==> src/rtl/bin_to_bcd_seq.sv <==
// Sequential binary-to-BCD converter (shift-add-3), one bit per clock, with
// saturation to 9999 and an overflow flag when the captured value exceeds MAX_VAL.
module bin_to_bcd_seq #(
    parameter int unsigned BIN_W   = 14,
    parameter int unsigned MAX_VAL = 9999
) (
    input  logic             clk,
    input  logic             rst_n,
    input  logic             start,
    input  logic [BIN_W-1:0] bin_in,
    output logic             busy,
    output logic             valid,
    output logic [3:0]       thousands,
    output logic [3:0]       hundreds,
    output logic [3:0]       tens,
    output logic [3:0]       ones,
    output logic             ovf
);

    localparam logic [1:0] StIdle  = 2'd0;
    localparam logic [1:0] StShift = 2'd1;
    localparam logic [1:0] StDone  = 2'd2;

    localparam logic [3:0] LastCnt = 4'(BIN_W - 1);

    logic [1:0]       state_q, state_d;
    logic [BIN_W-1:0] shift_q, shift_d;
    logic [BIN_W-1:0] held_q, held_d;
    logic [15:0]      bcd_q, bcd_d;
    logic [3:0]       cnt_q, cnt_d;
    logic [15:0]      dig_q, dig_d;
    logic             ovf_q, ovf_d;
    logic             valid_q, valid_d;
    logic [15:0]      adj;

    always_comb begin
        // Per-nibble add-3 correction; no carry crosses a nibble boundary.
        adj = bcd_q;
        for (int i = 0; i < 4; i++) begin
            if (adj[4*i +: 4] >= 4'd5) begin
                adj[4*i +: 4] = adj[4*i +: 4] + 4'd3;
            end
        end

        state_d = state_q;
        shift_d = shift_q;
        held_d  = held_q;
        bcd_d   = bcd_q;
        cnt_d   = cnt_q;
        dig_d   = dig_q;
        ovf_d   = ovf_q;
        valid_d = 1'b0;

        case (state_q)
            StIdle: begin
                if (start) begin
                    shift_d = bin_in;
                    held_d  = bin_in;
                    bcd_d   = '0;
                    cnt_d   = '0;
                    state_d = StShift;
                end
            end
            StShift: begin
                {bcd_d, shift_d} = {adj, shift_q} << 1;
                cnt_d = cnt_q + 4'd1;
                if (cnt_q == LastCnt) begin
                    state_d = StDone;
                end
            end
            StDone: begin
                if (32'(held_q) > MAX_VAL) begin
                    dig_d = 16'h9999;
                    ovf_d = 1'b1;
                end else begin
                    dig_d = bcd_q;
                    ovf_d = 1'b0;
                end
                valid_d = 1'b1;
                state_d = StIdle;
            end
            default: state_d = StIdle;
        endcase
    end

    always_ff @(posedge clk or negedge rst_n) begin
        if (!rst_n) begin
            state_q <= StIdle;
            shift_q <= '0;
            held_q  <= '0;
            bcd_q   <= '0;
            cnt_q   <= '0;
            dig_q   <= '0;
            ovf_q   <= 1'b0;
            valid_q <= 1'b0;
        end else begin
            state_q <= state_d;
            shift_q <= shift_d;
            held_q  <= held_d;
            bcd_q   <= bcd_d;
            cnt_q   <= cnt_d;
            dig_q   <= dig_d;
            ovf_q   <= ovf_d;
            valid_q <= valid_d;
        end
    end

    assign busy      = (state_q != StIdle);
    assign valid     = valid_q;
    assign thousands = dig_q[15:12];
    assign hundreds  = dig_q[11:8];
    assign tens      = dig_q[7:4];
    assign ones      = dig_q[3:0];
    assign ovf       = ovf_q;

endmodule

==> config.mk <==
export PLATFORM = sky130hd
export DESIGN_NAME = bin_to_bcd_seq
export DESIGN_NICKNAME = d
export VERILOG_FILES = /design/src/rtl/bin_to_bcd_seq.sv
export SDC_FILE = /design/constraint.sdc
export NUM_CORES = 1
export LEC_CHECK = 0
export CELL_PAD_IN_SITES_DETAIL_PLACEMENT = 1
export CELL_PAD_IN_SITES_GLOBAL_PLACEMENT = 1
export CORE_UTILIZATION = 25
export CTS_BUF_LIST = sky130_fd_sc_hd__clkbuf_16
export CTS_CLUSTER_DIAMETER = 80
export DETAILED_ROUTE_END_ITERATION = 10
export HOLD_SLACK_MARGIN = 0.05
export MAX_ROUTING_LAYER = met4
export PLACE_DENSITY_LB_ADDON = 0.1
export SLEW_MARGIN = 10
export SYNTH_ARGS = -nofsm -noshare
export SYNTH_HDL_FRONTEND = slang
export SYNTH_SLANG_ARGS = --single-unit
==> constraint.sdc <==
create_clock -name clk -period 4 [get_ports clk]
set_input_delay 1.2 -clock clk [delete_from_list [all_inputs] [get_ports clk]]
set_output_delay 1.2 -clock clk [all_outputs]
set_load 0.1 [all_outputs]
==> impl_results.md <==
* Initial drt markers at 53
* Core Area at roughly 11,000 um2
* Via density at approximately 4.6
* GRT Overall Usage at 13.5%
* Postcts setup bufs at 0
* Full die area at roughly 12,000 um2
* Slew Viols, Final at 0
* Fraction of layout cells with a size suffix above 1 at 8.01%
* Slew @ Worst Pin at 0.977 ns
* Pre-Repair DR Iteration Count at 4
* WL per Instance at 14.5 um
* Layout Skew at roughly 0.0052 ns
* CTS Hold Bufs at 0
* Clk Latency, worst-skew pair at roughly 0.32 ns
* Sequential share of power at 33.4%
* Crit-path max FO at 6
* Die Wd at 109 um
* PostCTS Resize Cnt at 0
* Worst EP arrival at roughly 2 ns
* I/O pins at 36
* Mapped Cells at around 300
* Fmax at ~0.3 GHz
* Clock-pin transition on the worst setup and hold timing paths at approximately 0.050 ns
* Comb pwr share at 44.6%
* Final period utilization at just over 80%
* Worst reg2reg setup slack at a little under 2 ns
* Synth warnings at 0
* Seq/Total Area, Yosys at between 50% and 60%
* RSZ-0062 raised after global routing: false
* Placement Cell Area at between 3000 and 4000 um2
* Layout Cells excl Fill at between 400 and 500
* DRC Markers at 0
* Overflow after GRT at 0
* Setup TNS at 0 ns
* Class of the most critical setup path: reg -> out
* H-tree depth at 3
* Status: finished, final reports clean
* First-pass GRT wire length at between 10,000 and 15,000 um
* Max rail drop VDD at between 0.5 and 0.6 mV
* Power Internal at around 1900 uW
* Sw Share at around 45%
* GPL Wtd Cong at ~0.70
* Routed vias at around 2,200
* Cts bufs inserted at 9
* Pwr Density at 926 nW/um2
* WL final at 6900 um
* Largest net degree at the start of global routing at 35
* HP Class: reg -> reg
* CTS root buf: clkbuf_16
* P_sw at 1510 uW
* Min cycle time layout at 3.24 ns
* Slew Limit Headroom at about a third
* Syn nets at roughly 320
* Clock tree buffer depth at 2
* Routed Antenna Nets at 0
* CTS sink cnt at 64
* Synth Register Bits at 64
* Worst EP required at about 2.8 ns
* Static Leak at 0.00168 uW
* CTS tree: yes
* Initial Util at between 20% and 30%
* Row Count at 38
* Worst Setup Start Kind: register
* Ant. Diodes at 0
* Final hold viol count at 0
* Yosys cell types at 33
* Clock Power Share at about 22%
* IO buf count at 35
* Final instance area at 3650 um2
* DP Wirelength at 4630 um
* Post-route setup slack at 0.764 ns
* Number of global-route vias before repair at ~2,300
* Mapped Area at around 2900 um2
* Area growth, synth to finish at 26.9%
* Final setup viols at 0
* Final nets at 360
* Placed Instances at around 460
* Mapped Avg Cell Area at 9.71 um2
* Worst setup EP type: output pin
* Chip height at roughly 110 um
* MaxCap Viol Count at 0
* Initial antenna violation count at 0
* Pre-CTS setup slack at 1.09 ns
## final timing paths
| check | cells after the start | to | startpoint |
|---|---|---|---|
| min in group asynchronous | 1 | bcd_q[11] | rst_n |
| setup reg to reg | 3 | shift_q[0] | state_q[1] |
| hold / removal | 2 | shift_q[3] | shift_q[3] |
| max in group asynchronous | 2 | shift_q[6] | rst_n |
| setup / recovery | 2 | busy | state_q[1] |
| hold reg to reg | 2 | shift_q[3] | shift_q[3] |
## cells in the mapped netlist
cell type  count  share of area [%]
o21ai_0       13                2.3
inv_1          9                1.2
a311o_1        1               0.35
a22o_1         1               0.30
nor2_1         2               0.26
a32o_1         4                1.4
buf_2         10                1.7
or2_2          1               0.22
inv_2          1               0.13
xor2_1         4                1.2
mux2_2         3                1.2
nor2_2         1               0.22
nand2_1       90                 12
o31ai_1        8                2.1
buf_1          1               0.13
nor3_1         1               0.17
a22oi_1       10                2.6
nor4_1         1               0.22
nand4_1        1               0.22
xnor2_1        4                1.2
and2_1         1               0.22
a21oi_1       12                2.1
or3b_1         1               0.30
and3_1         3               0.65
and2b_1        1               0.26
clkbuf_1       4               0.52
nor3b_4        1               0.65
nand3_1       21                3.7
ha_1          10                4.4
nand2b_1       6                1.3
o211ai_1       4                1.0
dfrtp_1       64                 56
o21ai_1        2               0.35
## sequential cells by signal, summed over array words and instances, names as in the netlist
name	flops
dig_q	16
ovf	1
held_q	10
shift_q	14
state_q	2
bcd_q	16
cnt_q	4
valid	1
## layer usage
metal,routed length [um],part of all wire (%),up-vias,track usage (%)
met3,211,3.1,7,3.59
met4,78,1.1,0,4.57
met1,3270,47,1091,16.4
li1,-,-,1080,-
met5,0,0,-,-
met2,3340,48,40,21.7
## layout make-up
type,instances,area (um2)
Clock buffer,9,225
Clock inverter,6,52.6
Fill cell,1282,7380
Inverter,10,37.5
Multi-Input combinational cell,207,1170
Sequential cell,64,1600
Tap cell,140,175
Timing Repair Buffer,41,390
## critical path, cell delays in order, from the launching register on
cell,delay [ns]
dfrtp_1,0.43
or2_2,0.31
clkdlybuf4s50_1,0.97
## power groups by stage
stage	Sequential [uW]	Combinational (uW)	Clock (uW)
2_1_floorplan	1600	677	0
3_3_place_gp	1140	1510	0
3_5_place_dp	1140	1530	0
4_1_cts	1130	1530	770
5_1_grt	1170	1660	793
6_report	1130	1500	745
## metrics by stage
| step | power [uW] | hold slack [ns] | utilization [%] |
|---|---|---|---|
| finish | 3380 | 0.464 | 33.1 |
| global placement | 2650 | 0.457 | 30.6 |
| global route | 3620 | 0.494 | 33.1 |
| detailed placement | 2670 | 0.459 | 30.6 |
| floorplan | 2280 | 0.439 | - |
| CTS | 3440 | 0.472 | 33.1 |
## logic make-up (layout without fill, tap and decap cells)
logic type / Yosys count / after routing / share of synthesized area, %
compound gates: 55 / 55 / 12.5
buf+inv: 25 / 66 / 3.70
xor+xnor: 8 / 8 / 2.44
mux: 3 / 3 / 1.18
flops: 64 / 64 / 55.7
fa+ha+maj: 10 / 10 / 4.35
simple gates: 131 / 131 / 20.1
## placed cells by master (no fill, tap or decap), types with 3 or more instances in the layout
| cell type | n |
|---|---|
| a22oi_1 | 10 |
| o31ai_1 | 8 |
| clkbuf_16 | 9 |
| inv_1 | 10 |
| a21oi_1 | 12 |
| xor2_1 | 4 |
| nand2_1 | 90 |
| clkinv_2 | 3 |
| xnor2_1 | 4 |
| nand2b_1 | 6 |
| nand3_1 | 21 |
| o21ai_0 | 13 |
| o211ai_1 | 4 |
| ha_1 | 10 |
| a32o_1 | 4 |
| buf_4 | 6 |
| clkdlybuf4s50_1 | 34 |
| dfrtp_1 | 64 |
| mux2_2 | 3 |
| and3_1 | 3 |
No activity file was read; power rests on OpenSTA's default activity.
